==> src/rtl/dbd_ctrl_pkg.sv <==
// dbd_ctrl_pkg
// Shared definitions for the backlight-dimming pass-through controller:
// pass-stage FSM state codes, default geometry widths, lock depth and a
// saturating increment helper for the frame-match counter.

package dbd_ctrl_pkg;

   // Pass-stage state codes; the numeric values are visible on oState
   typedef enum logic [1:0] {
      ST_BLANK = 2'd0,
      ST_ARMED = 2'd1,
      ST_PASS  = 2'd2,
      ST_DRAIN = 2'd3
   } passState_t;

   localparam int unsigned DEF_H_W         = 12;
   localparam int unsigned DEF_V_W         = 11;
   localparam int unsigned DEF_LOCK_FRAMES = 2;
   localparam int unsigned DEF_TO_W        = 22;

   // Wide enough for any lock depth from 1 to 15
   localparam int unsigned MATCH_W = 4;

   // Counts up by one but never past the given limit
   function automatic logic [MATCH_W-1:0] satInc(input logic [MATCH_W-1:0] value,
                                                 input logic [MATCH_W-1:0] limit);
      if (value >= limit) begin
         return limit;
      end
      return value + 1'b1;
   endfunction

endpackage

==> src/rtl/frame_geom_meas.sv <==
// frame_geom_meas
// Measures active frame geometry from DE/VSYNC and decides whether the
// incoming timing is stable. It produces the frame-start pulse, the width
// and height of the last complete frame, and the lock flag. The lock flag
// is also offered one cycle early so the pass FSM can leave PASS on the
// same edge that lock drops.

module frame_geom_meas
   import dbd_ctrl_pkg::*;
#(
   parameter int unsigned H_W         = DEF_H_W,
   parameter int unsigned V_W         = DEF_V_W,
   parameter int unsigned LOCK_FRAMES = DEF_LOCK_FRAMES
) (
   input  logic           i_clk,
   input  logic           i_rst,
   input  logic           i_de,
   input  logic           i_hsync,
   input  logic           i_vsync,
   input  logic           i_clrMatch,
   output logic           o_fs,
   output logic [H_W-1:0] o_width,
   output logic [V_W-1:0] o_height,
   output logic           o_locked,
   output logic           o_lockNext
);

   localparam logic [MATCH_W-1:0] LOCK_CODE = MATCH_W'(LOCK_FRAMES);

   logic               r_deDly;
   logic               r_vsDly;
   logic [H_W-1:0]     r_pixCnt;
   logic [H_W-1:0]     r_firstWidth;
   logic [V_W-1:0]     r_lineCnt;
   logic               r_irregular;
   logic [H_W-1:0]     r_width;
   logic [V_W-1:0]     r_height;
   logic [MATCH_W-1:0] r_matchCnt;
   logic               r_locked;

   logic               w_fs;
   logic               w_lineEnd;
   logic               w_frameMatch;
   logic [MATCH_W-1:0] w_matchNext;
   logic               w_lockNext;

   assign w_fs      = i_vsync & ~r_vsDly;
   assign w_lineEnd = r_deDly & ~i_de;

   // A frame counts as a match only if every line had the same width, it had
   // at least one line, and it repeats the geometry captured one frame earlier
   assign w_frameMatch = ~r_irregular && (r_lineCnt != '0) &&
                         (r_firstWidth == r_width) && (r_lineCnt == r_height);

   // Next match count: watchdog clear wins, otherwise updated only at frame start
   always_comb begin
      w_matchNext = r_matchCnt;
      if (i_clrMatch) begin
         w_matchNext = '0;
      end else if (w_fs) begin
         w_matchNext = w_frameMatch ? satInc(r_matchCnt, LOCK_CODE) : '0;
      end
   end

   assign w_lockNext = (w_matchNext == LOCK_CODE);

   // Single registration of DE and VSYNC for edge detection
   always_ff @(posedge i_clk or posedge i_rst) begin
      if (i_rst) begin
         r_deDly <= 1'b0;
         r_vsDly <= 1'b0;
      end else begin
         r_deDly <= i_de;
         r_vsDly <= i_vsync;
      end
   end

   // Active-pixel counter for the current line; held at zero in blanking
   always_ff @(posedge i_clk or posedge i_rst) begin
      if (i_rst) begin
         r_pixCnt <= '0;
      end else if (w_fs || w_lineEnd) begin
         r_pixCnt <= '0;
      end else if (i_de) begin
         if (!(&r_pixCnt)) begin
            r_pixCnt <= r_pixCnt + 1'b1;
         end
      end else if (i_hsync) begin
         r_pixCnt <= '0;
      end
   end

   // Per-frame line count, first-line width and irregular-width flag
   always_ff @(posedge i_clk or posedge i_rst) begin
      if (i_rst) begin
         r_lineCnt    <= '0;
         r_firstWidth <= '0;
         r_irregular  <= 1'b0;
      end else if (w_fs) begin
         r_lineCnt    <= '0;
         r_firstWidth <= '0;
         r_irregular  <= 1'b0;
      end else if (w_lineEnd) begin
         if (r_lineCnt == '0) begin
            r_firstWidth <= r_pixCnt;
         end else if (r_pixCnt != r_firstWidth) begin
            r_irregular <= 1'b1;
         end
         if (!(&r_lineCnt)) begin
            r_lineCnt <= r_lineCnt + 1'b1;
         end
      end
   end

   // Capture the finished frame's geometry and update the lock state
   always_ff @(posedge i_clk or posedge i_rst) begin
      if (i_rst) begin
         r_width    <= '0;
         r_height   <= '0;
         r_matchCnt <= '0;
         r_locked   <= 1'b0;
      end else begin
         if (w_fs) begin
            r_width  <= r_firstWidth;
            r_height <= r_lineCnt;
         end
         r_matchCnt <= w_matchNext;
         r_locked   <= w_lockNext;
      end
   end

   assign o_fs       = w_fs;
   assign o_width    = r_width;
   assign o_height   = r_height;
   assign o_locked   = r_locked;
   assign o_lockNext = w_lockNext;

endmodule

==> src/rtl/frame_pass_ctrl.sv <==
// frame_pass_ctrl
// Controls the pass enable of the video pass-through stage in the backlight
// dimming path. Pass/blank switching is aligned to frame starts; only a loss
// of timing lock can force blanking mid-frame.
// Build option: define FRAME_TIMEOUT_EN to add a VSYNC watchdog that drops
// lock when no frame start arrives within 2**TO_W - 1 cycles.

module frame_pass_ctrl
   import dbd_ctrl_pkg::*;
#(
   parameter int unsigned H_W         = DEF_H_W,
   parameter int unsigned V_W         = DEF_V_W,
   parameter int unsigned LOCK_FRAMES = DEF_LOCK_FRAMES,
   parameter int unsigned TO_W        = DEF_TO_W
) (
   input  logic           iODCK,
   input  logic           iRST,
   input  logic           iDE,
   input  logic           iHSYNC,
   input  logic           iVSYNC,
   input  logic           iPassReq,
   output logic           oPassEn,
   output logic           oLocked,
   output logic [H_W-1:0] oActWidth,
   output logic [V_W-1:0] oActHeight,
   output logic [7:0]     oFrameCnt,
   output logic [1:0]     oState
);

   passState_t r_state;
   passState_t w_nextState;
   logic       r_passEn;
   logic [7:0] r_frameCnt;

   logic       w_fs;
   logic       w_locked;
   logic       w_lockNext;
   logic       w_toExpire;
   logic       w_passEnNext;

   frame_geom_meas #(
      .H_W        (H_W),
      .V_W        (V_W),
      .LOCK_FRAMES(LOCK_FRAMES)
   ) u_meas (
      .i_clk      (iODCK),
      .i_rst      (iRST),
      .i_de       (iDE),
      .i_hsync    (iHSYNC),
      .i_vsync    (iVSYNC),
      .i_clrMatch (w_toExpire),
      .o_fs       (w_fs),
      .o_width    (oActWidth),
      .o_height   (oActHeight),
      .o_locked   (w_locked),
      .o_lockNext (w_lockNext)
   );

`ifdef FRAME_TIMEOUT_EN
   logic [TO_W-1:0] r_wdog;

   // Watchdog restarts on every frame start and parks at all-ones on expiry
   always_ff @(posedge iODCK or posedge iRST) begin
      if (iRST) begin
         r_wdog <= '0;
      end else if (w_fs) begin
         r_wdog <= '0;
      end else if (!(&r_wdog)) begin
         r_wdog <= r_wdog + 1'b1;
      end
   end

   assign w_toExpire = &r_wdog;
`else
   logic [TO_W-1:0] w_wdog;

   assign w_wdog     = '0;
   assign w_toExpire = &w_wdog;
`endif

   // Free-running frame-start counter, wraps naturally at 8 bits
   always_ff @(posedge iODCK or posedge iRST) begin
      if (iRST) begin
         r_frameCnt <= '0;
      end else if (w_fs) begin
         r_frameCnt <= r_frameCnt + 1'b1;
      end
   end

   // Pass FSM next state; lock decisions use the value lock takes this edge
   always_comb begin
      w_nextState = r_state;
      case (r_state)
         ST_BLANK: begin
            if (iPassReq && w_lockNext) begin
               w_nextState = ST_ARMED;
            end
         end
         ST_ARMED: begin
            if (!iPassReq) begin
               w_nextState = ST_BLANK;
            end else if (w_fs && w_lockNext) begin
               w_nextState = ST_PASS;
            end
         end
         ST_PASS: begin
            if (!w_lockNext) begin
               w_nextState = ST_BLANK;
            end else if (!iPassReq) begin
               w_nextState = ST_DRAIN;
            end
         end
         ST_DRAIN: begin
            if (!w_lockNext) begin
               w_nextState = ST_BLANK;
            end else if (iPassReq) begin
               w_nextState = ST_PASS;
            end else if (w_fs) begin
               w_nextState = ST_BLANK;
            end
         end
         default: begin
            w_nextState = ST_BLANK;
         end
      endcase
   end

   assign w_passEnNext = (w_nextState == ST_PASS) || (w_nextState == ST_DRAIN);

   // State register and pass enable, both updated on the transition edge
   always_ff @(posedge iODCK or posedge iRST) begin
      if (iRST) begin
         r_state  <= ST_BLANK;
         r_passEn <= 1'b0;
      end else begin
         r_state  <= w_nextState;
         r_passEn <= w_passEnNext;
      end
   end

   assign oPassEn   = r_passEn;
   assign oLocked   = w_locked;
   assign oFrameCnt = r_frameCnt;
   assign oState    = r_state;

endmodule
==> config.mk <==
export PLATFORM = sky130hd
export DESIGN_NAME = frame_pass_ctrl
export DESIGN_NICKNAME = d
export VERILOG_FILES = /design/src/rtl/dbd_ctrl_pkg.sv /design/src/rtl/frame_geom_meas.sv /design/src/rtl/frame_pass_ctrl.sv
export SDC_FILE = /design/constraint.sdc
export NUM_CORES = 1
export LEC_CHECK = 0
export ABC_AREA = 1
export ABC_CLOCK_PERIOD_IN_PS = 2600
export BUFFER_PORTS_ARGS = -buffer_cell sky130_fd_sc_hd__buf_2
export CAP_MARGIN = 0
export CORE_MARGIN = 2
export CORE_UTILIZATION = 24
export DETAILED_ROUTE_END_ITERATION = 8
export PLACE_DENSITY = 0.52
export SYNTH_ARGS = -nofsm -noshare
export SYNTH_HDL_FRONTEND = slang
export SYNTH_SLANG_ARGS = --single-unit
==> constraint.sdc <==
create_clock -name iODCK -period 2.6 [get_ports iODCK]
set_clock_uncertainty 0.15 [all_clocks]
set_input_delay 0.39 -clock iODCK [delete_from_list [all_inputs] [get_ports iODCK]]
set_output_delay 0.39 -clock iODCK [all_outputs]
set_load 0.01 [all_outputs]
==> results list <==
- Number of max-capacitance violations reported: 0
* Routed wire length per instance: approximately 12 µm
- The worst setup path is launched from a flop.
* Leading cell types by count after synthesis: sky130_fd_sc_hd__nand2_1, sky130_fd_sc_hd__inv_1, sky130_fd_sc_hd__dfrtp_1
* Overflow left after global routing: 0
- Period utilization: 0.8373
- The mapped netlist covers approximately 4000 µm².
- When the netlist entered floorplanning its net count stood at 513.
* Number of enable flip-flop cells after synthesis: 0
* Post-DP HPWL: approximately 7.0 mm
* Root buffer cell: sky130_fd_sc_hd__clkbuf_16
- Final #Nets: 557
- The number of global-route vias before repair came to 3300.
* Crit path buffers/inverters: 2
- The initial antenna violation count came to 0.
- TritonCTS built the clock tree.
- Starting density of the core: 0.2436
- The worst pin sits at a relative slew slack of 0.5215.
* Share of cells above drive strength 1: 0.1727
- Fraction of registers with async set or reset after synthesis: 1.000
- Total Wirelength: 9.450 mm
* Maximum number of pins on one net before global-route repair: 55
* Worst IR drop on VDD: 0.2857 mV
- Yosys instantiated no cell more often than sky130_fd_sc_hd__nand2_1.
* Endpoint arrival time on the critical path: 2.25 ns
- Fin Setup TNS: 0 ns
- Area share of the largest cell type after synthesis: 0.4759
* Detail Route Antenna Nets: 0
- DRC violations left: 0
* Wire length of the first global-routing pass: 16.29 mm
* Count of placed standard cells in the final layout, fillers left out: 770
- The number of clock buffers added by TritonCTS is 9.
- Routability-driven placement finished with a final weighted congestion of approximately 0.8.
- The worst setup path is of the reg -> reg kind.
* Antenna diode instance count: 0
* DRC violation total after the first TritonRoute iteration: approximately 230
- At the end of the flow the core is filled with cells to 0.2923.
- Clock input transition at the sequential cells of the worst setup and hold paths: approximately 0.06 ns
- Total via count after detailed routing: around 3300
* Number of vias per cell after detailed routing: 4.261
- Gate Count Post-Synth: 501
- The Yosys step of the flow raised 0 warnings.
* Tot GR Track Use: 0.1143
- The tightest min-delay check is of the in -> async type.
- The cell family contributing the most delay on the critical path is simple AND/OR/NAND/NOR gates.
* Type of element capturing the critical path: flop
- Count of cell types in the netlist: 34
- The first TritonRoute pass finished after 4 iterations.
- between 40 and 50 I/O pins were placed.
- Of the synthesized area, sequential elements account for 0.4759.
* Std cell rows: 47
* Clock Path Buffers: 2
* Syn Area/Cell: 7.977 µm²
- Finish-stage setup viols: 0
- Shortest period the worst path allows: 2.177 ns
* Port buffer count: 40
- The number of setup buffers added after CTS is 0.
- The final count of pins violating max slew was 0.
- Register bit total from synthesis: between 70 and 80
- Endpoints failing hold: 0
* Power Dens Cells: ~670 nW/µm²
- In this run the worst path has a maximum fanout of 7.
- Syn-to-layout area delta: 20.01%
* Placed cells: roughly 750
- Transition time at the pin with the least slew margin: roughly 0.7 ns
- Req. time, crit path: around 2.7 ns
* DIE WIDTH: about 130 µm
* Die area: roughly 18000 µm²
- The floorplan step defined a core boundary enclosing ~16000 µm².
- For this run, the slowest stage of the critical path takes approximately 0.43 ns.
- Clock Latency Late Sink: approximately 0.34 ns
- The critical path goes through ha_1 -> nand2_1 -> inv_1 -> nand4_1 -> inv_1 -> a31oi_2 -> nor2_1 -> nor2_1 -> nand3_1 -> o21ai_1 -> a21oi_1.
- Number of H-tree branching levels: 3
- Total leakage power: 2.394 nW
* Max frequency: 0.4594 GHz
* Number of buffers added to fix hold violations after cts: 0
- The run finished with clean final reports.
- Ranked by total cell area, the synthesized netlist is headed by sky130_fd_sc_hd__dfrtp_1, sky130_fd_sc_hd__nand2_1, sky130_fd_sc_hd__inv_1, sky130_fd_sc_hd__o21ai_0, sky130_fd_sc_hd__xor2_1.
- Clk sinks: 76
* Top flip-flop cell by instance count after synthesis: sky130_fd_sc_hd__dfrtp_1
* RSZ-0062 raised after global routing: no
- Dominant cell type by area after synthesis: sky130_fd_sc_hd__dfrtp_1
* PostCTS Resize Cnt: 0
- Die outline height: between 100 and 150 µm
* Worst path slowest cell: sky130_fd_sc_hd__dfrtp_1
report_power, final:
part / internal [mW] / total [mW] / switching [mW]
clock network: 0.837 / 1.34 / 0.506
logic: 0.200 / 0.527 / 0.327
registers: 1.28 / 1.37 / 0.0870
per-layer routing:
layer / part of all wire / GRT usage
met3: 0.037 / 0.02759
met2: 0.48 / 0.1923
met1: 0.46 / 0.1427
met4: 0.020 / 0.04182
met5: 0 / 0
flip-flops by register name, indices dropped and copies added, names as in the netlist:
register             count
u_meas.r_matchCnt        4
u_meas.o_locked          1
oState                   1
u_meas.r_lineCnt        11
u_meas.r_vsDly           1
oPassEn                  1
u_meas.r_pixCnt         12
u_meas.o_height         11
u_meas.r_firstWidth     12
u_meas.o_width          12
u_meas.r_irregular       1
oFrameCnt                8
u_meas.r_deDly           1
cell usage in the layout (no fill, tap or decap):
cell type	synthesis	routed
sky130_fd_sc_hd__a211oi_2	1	1
sky130_fd_sc_hd__a21oi_1	19	19
sky130_fd_sc_hd__a221oi_1	1	1
sky130_fd_sc_hd__a31oi_1	7	7
sky130_fd_sc_hd__a31oi_2	1	1
sky130_fd_sc_hd__buf_12	0	3
sky130_fd_sc_hd__buf_2	3	40
sky130_fd_sc_hd__buf_4	3	2
sky130_fd_sc_hd__bufinv_16	0	2
sky130_fd_sc_hd__clkbuf_16	0	9
sky130_fd_sc_hd__clkinv_2	0	3
sky130_fd_sc_hd__clkinv_4	0	1
sky130_fd_sc_hd__clkinvlp_4	0	1
sky130_fd_sc_hd__dfrtp_1	76	76
sky130_fd_sc_hd__ha_1	6	6
sky130_fd_sc_hd__inv_1	79	78
sky130_fd_sc_hd__inv_2	11	12
sky130_fd_sc_hd__nand2_1	124	124
sky130_fd_sc_hd__nand2_2	5	5
sky130_fd_sc_hd__nand3_1	20	20
sky130_fd_sc_hd__nand3_2	4	4
sky130_fd_sc_hd__nand3b_1	1	1
sky130_fd_sc_hd__nand4_1	4	4
sky130_fd_sc_hd__nor2_1	29	29
sky130_fd_sc_hd__nor2_2	5	5
sky130_fd_sc_hd__nor2_4	4	4
sky130_fd_sc_hd__nor3_1	7	7
sky130_fd_sc_hd__nor3_2	1	1
sky130_fd_sc_hd__nor3b_1	1	1
sky130_fd_sc_hd__nor4_1	5	5
sky130_fd_sc_hd__nor4_2	1	1
sky130_fd_sc_hd__o21ai_0	38	38
sky130_fd_sc_hd__o21ai_1	2	2
sky130_fd_sc_hd__o22ai_1	13	13
sky130_fd_sc_hd__o31ai_1	1	1
sky130_fd_sc_hd__xnor2_1	3	3
sky130_fd_sc_hd__xor2_1	20	20
worst paths after layout:
path | slack [ns] | startpoint | cells after the start | endpoint
setup / recovery | 0.42 | u_meas.r_lineCnt[1]$_DFFE_PP0P_ | 11 | u_meas.r_lineCnt[9]$_DFFE_PP0P_
hold / removal | 0.02 | iRST | 2 | oFrameCnt[3]$_DFFE_PP0P_
setup reg to reg | 0.42 | u_meas.r_lineCnt[1]$_DFFE_PP0P_ | 11 | u_meas.r_lineCnt[9]$_DFFE_PP0P_
hold reg to reg | 0.32 | oFrameCnt[7]$_DFFE_PP0P_ | 1 | oFrameCnt[7]$_DFFE_PP0P_
max in group asynchronous | 1.70 | iRST | 3 | u_meas.r_lineCnt[2]$_DFFE_PP0P_
min in group iODCK | 0.03 | iVSYNC | 1 | u_meas.r_vsDly$_DFF_PP0_
area by class of cell:
class | count | area, µm²
inverters | 90 | 337.8
fillers | 1732 | 11610
well taps | 220 | 275.3
multi-input cells | 323 | 1689
flip-flops and latches | 76 | 1902
repair buffers | 45 | 275.3
clock buffers | 9 | 225.2
clock inverters | 7 | 91.34
metrics by stage:
| step | hold slack (ns) | setup slack [ns] | total power [mW] | instance area, µm² |
|---|---|---|---|---|
| after floorplan | 0.2714 | 0.1217 | 1.736 | 3996 |
| after global placement | 0.3019 | 0.4163 | 1.919 | 4479 |
| after detailed placement | 0.3097 | 0.4013 | 1.928 | 4479 |
| after CTS | 0.02023 | 0.4055 | 3.290 | 4796 |
| after global routing | 0.02853 | 0.1446 | 3.423 | 4796 |
| final | 0.02300 | 0.4230 | 3.235 | 4796 |
cell families after synthesis:
kind of cell             synth area share
buffers and inverters              0.1014
XOR/XNOR                          0.05041
adder cells (fa/ha/maj)           0.01878
flip-flops                         0.4759
AO/OA/AOI/OAI                      0.1155
AND/OR/NAND/NOR                    0.2379
(Power assumes the default switching activity.)
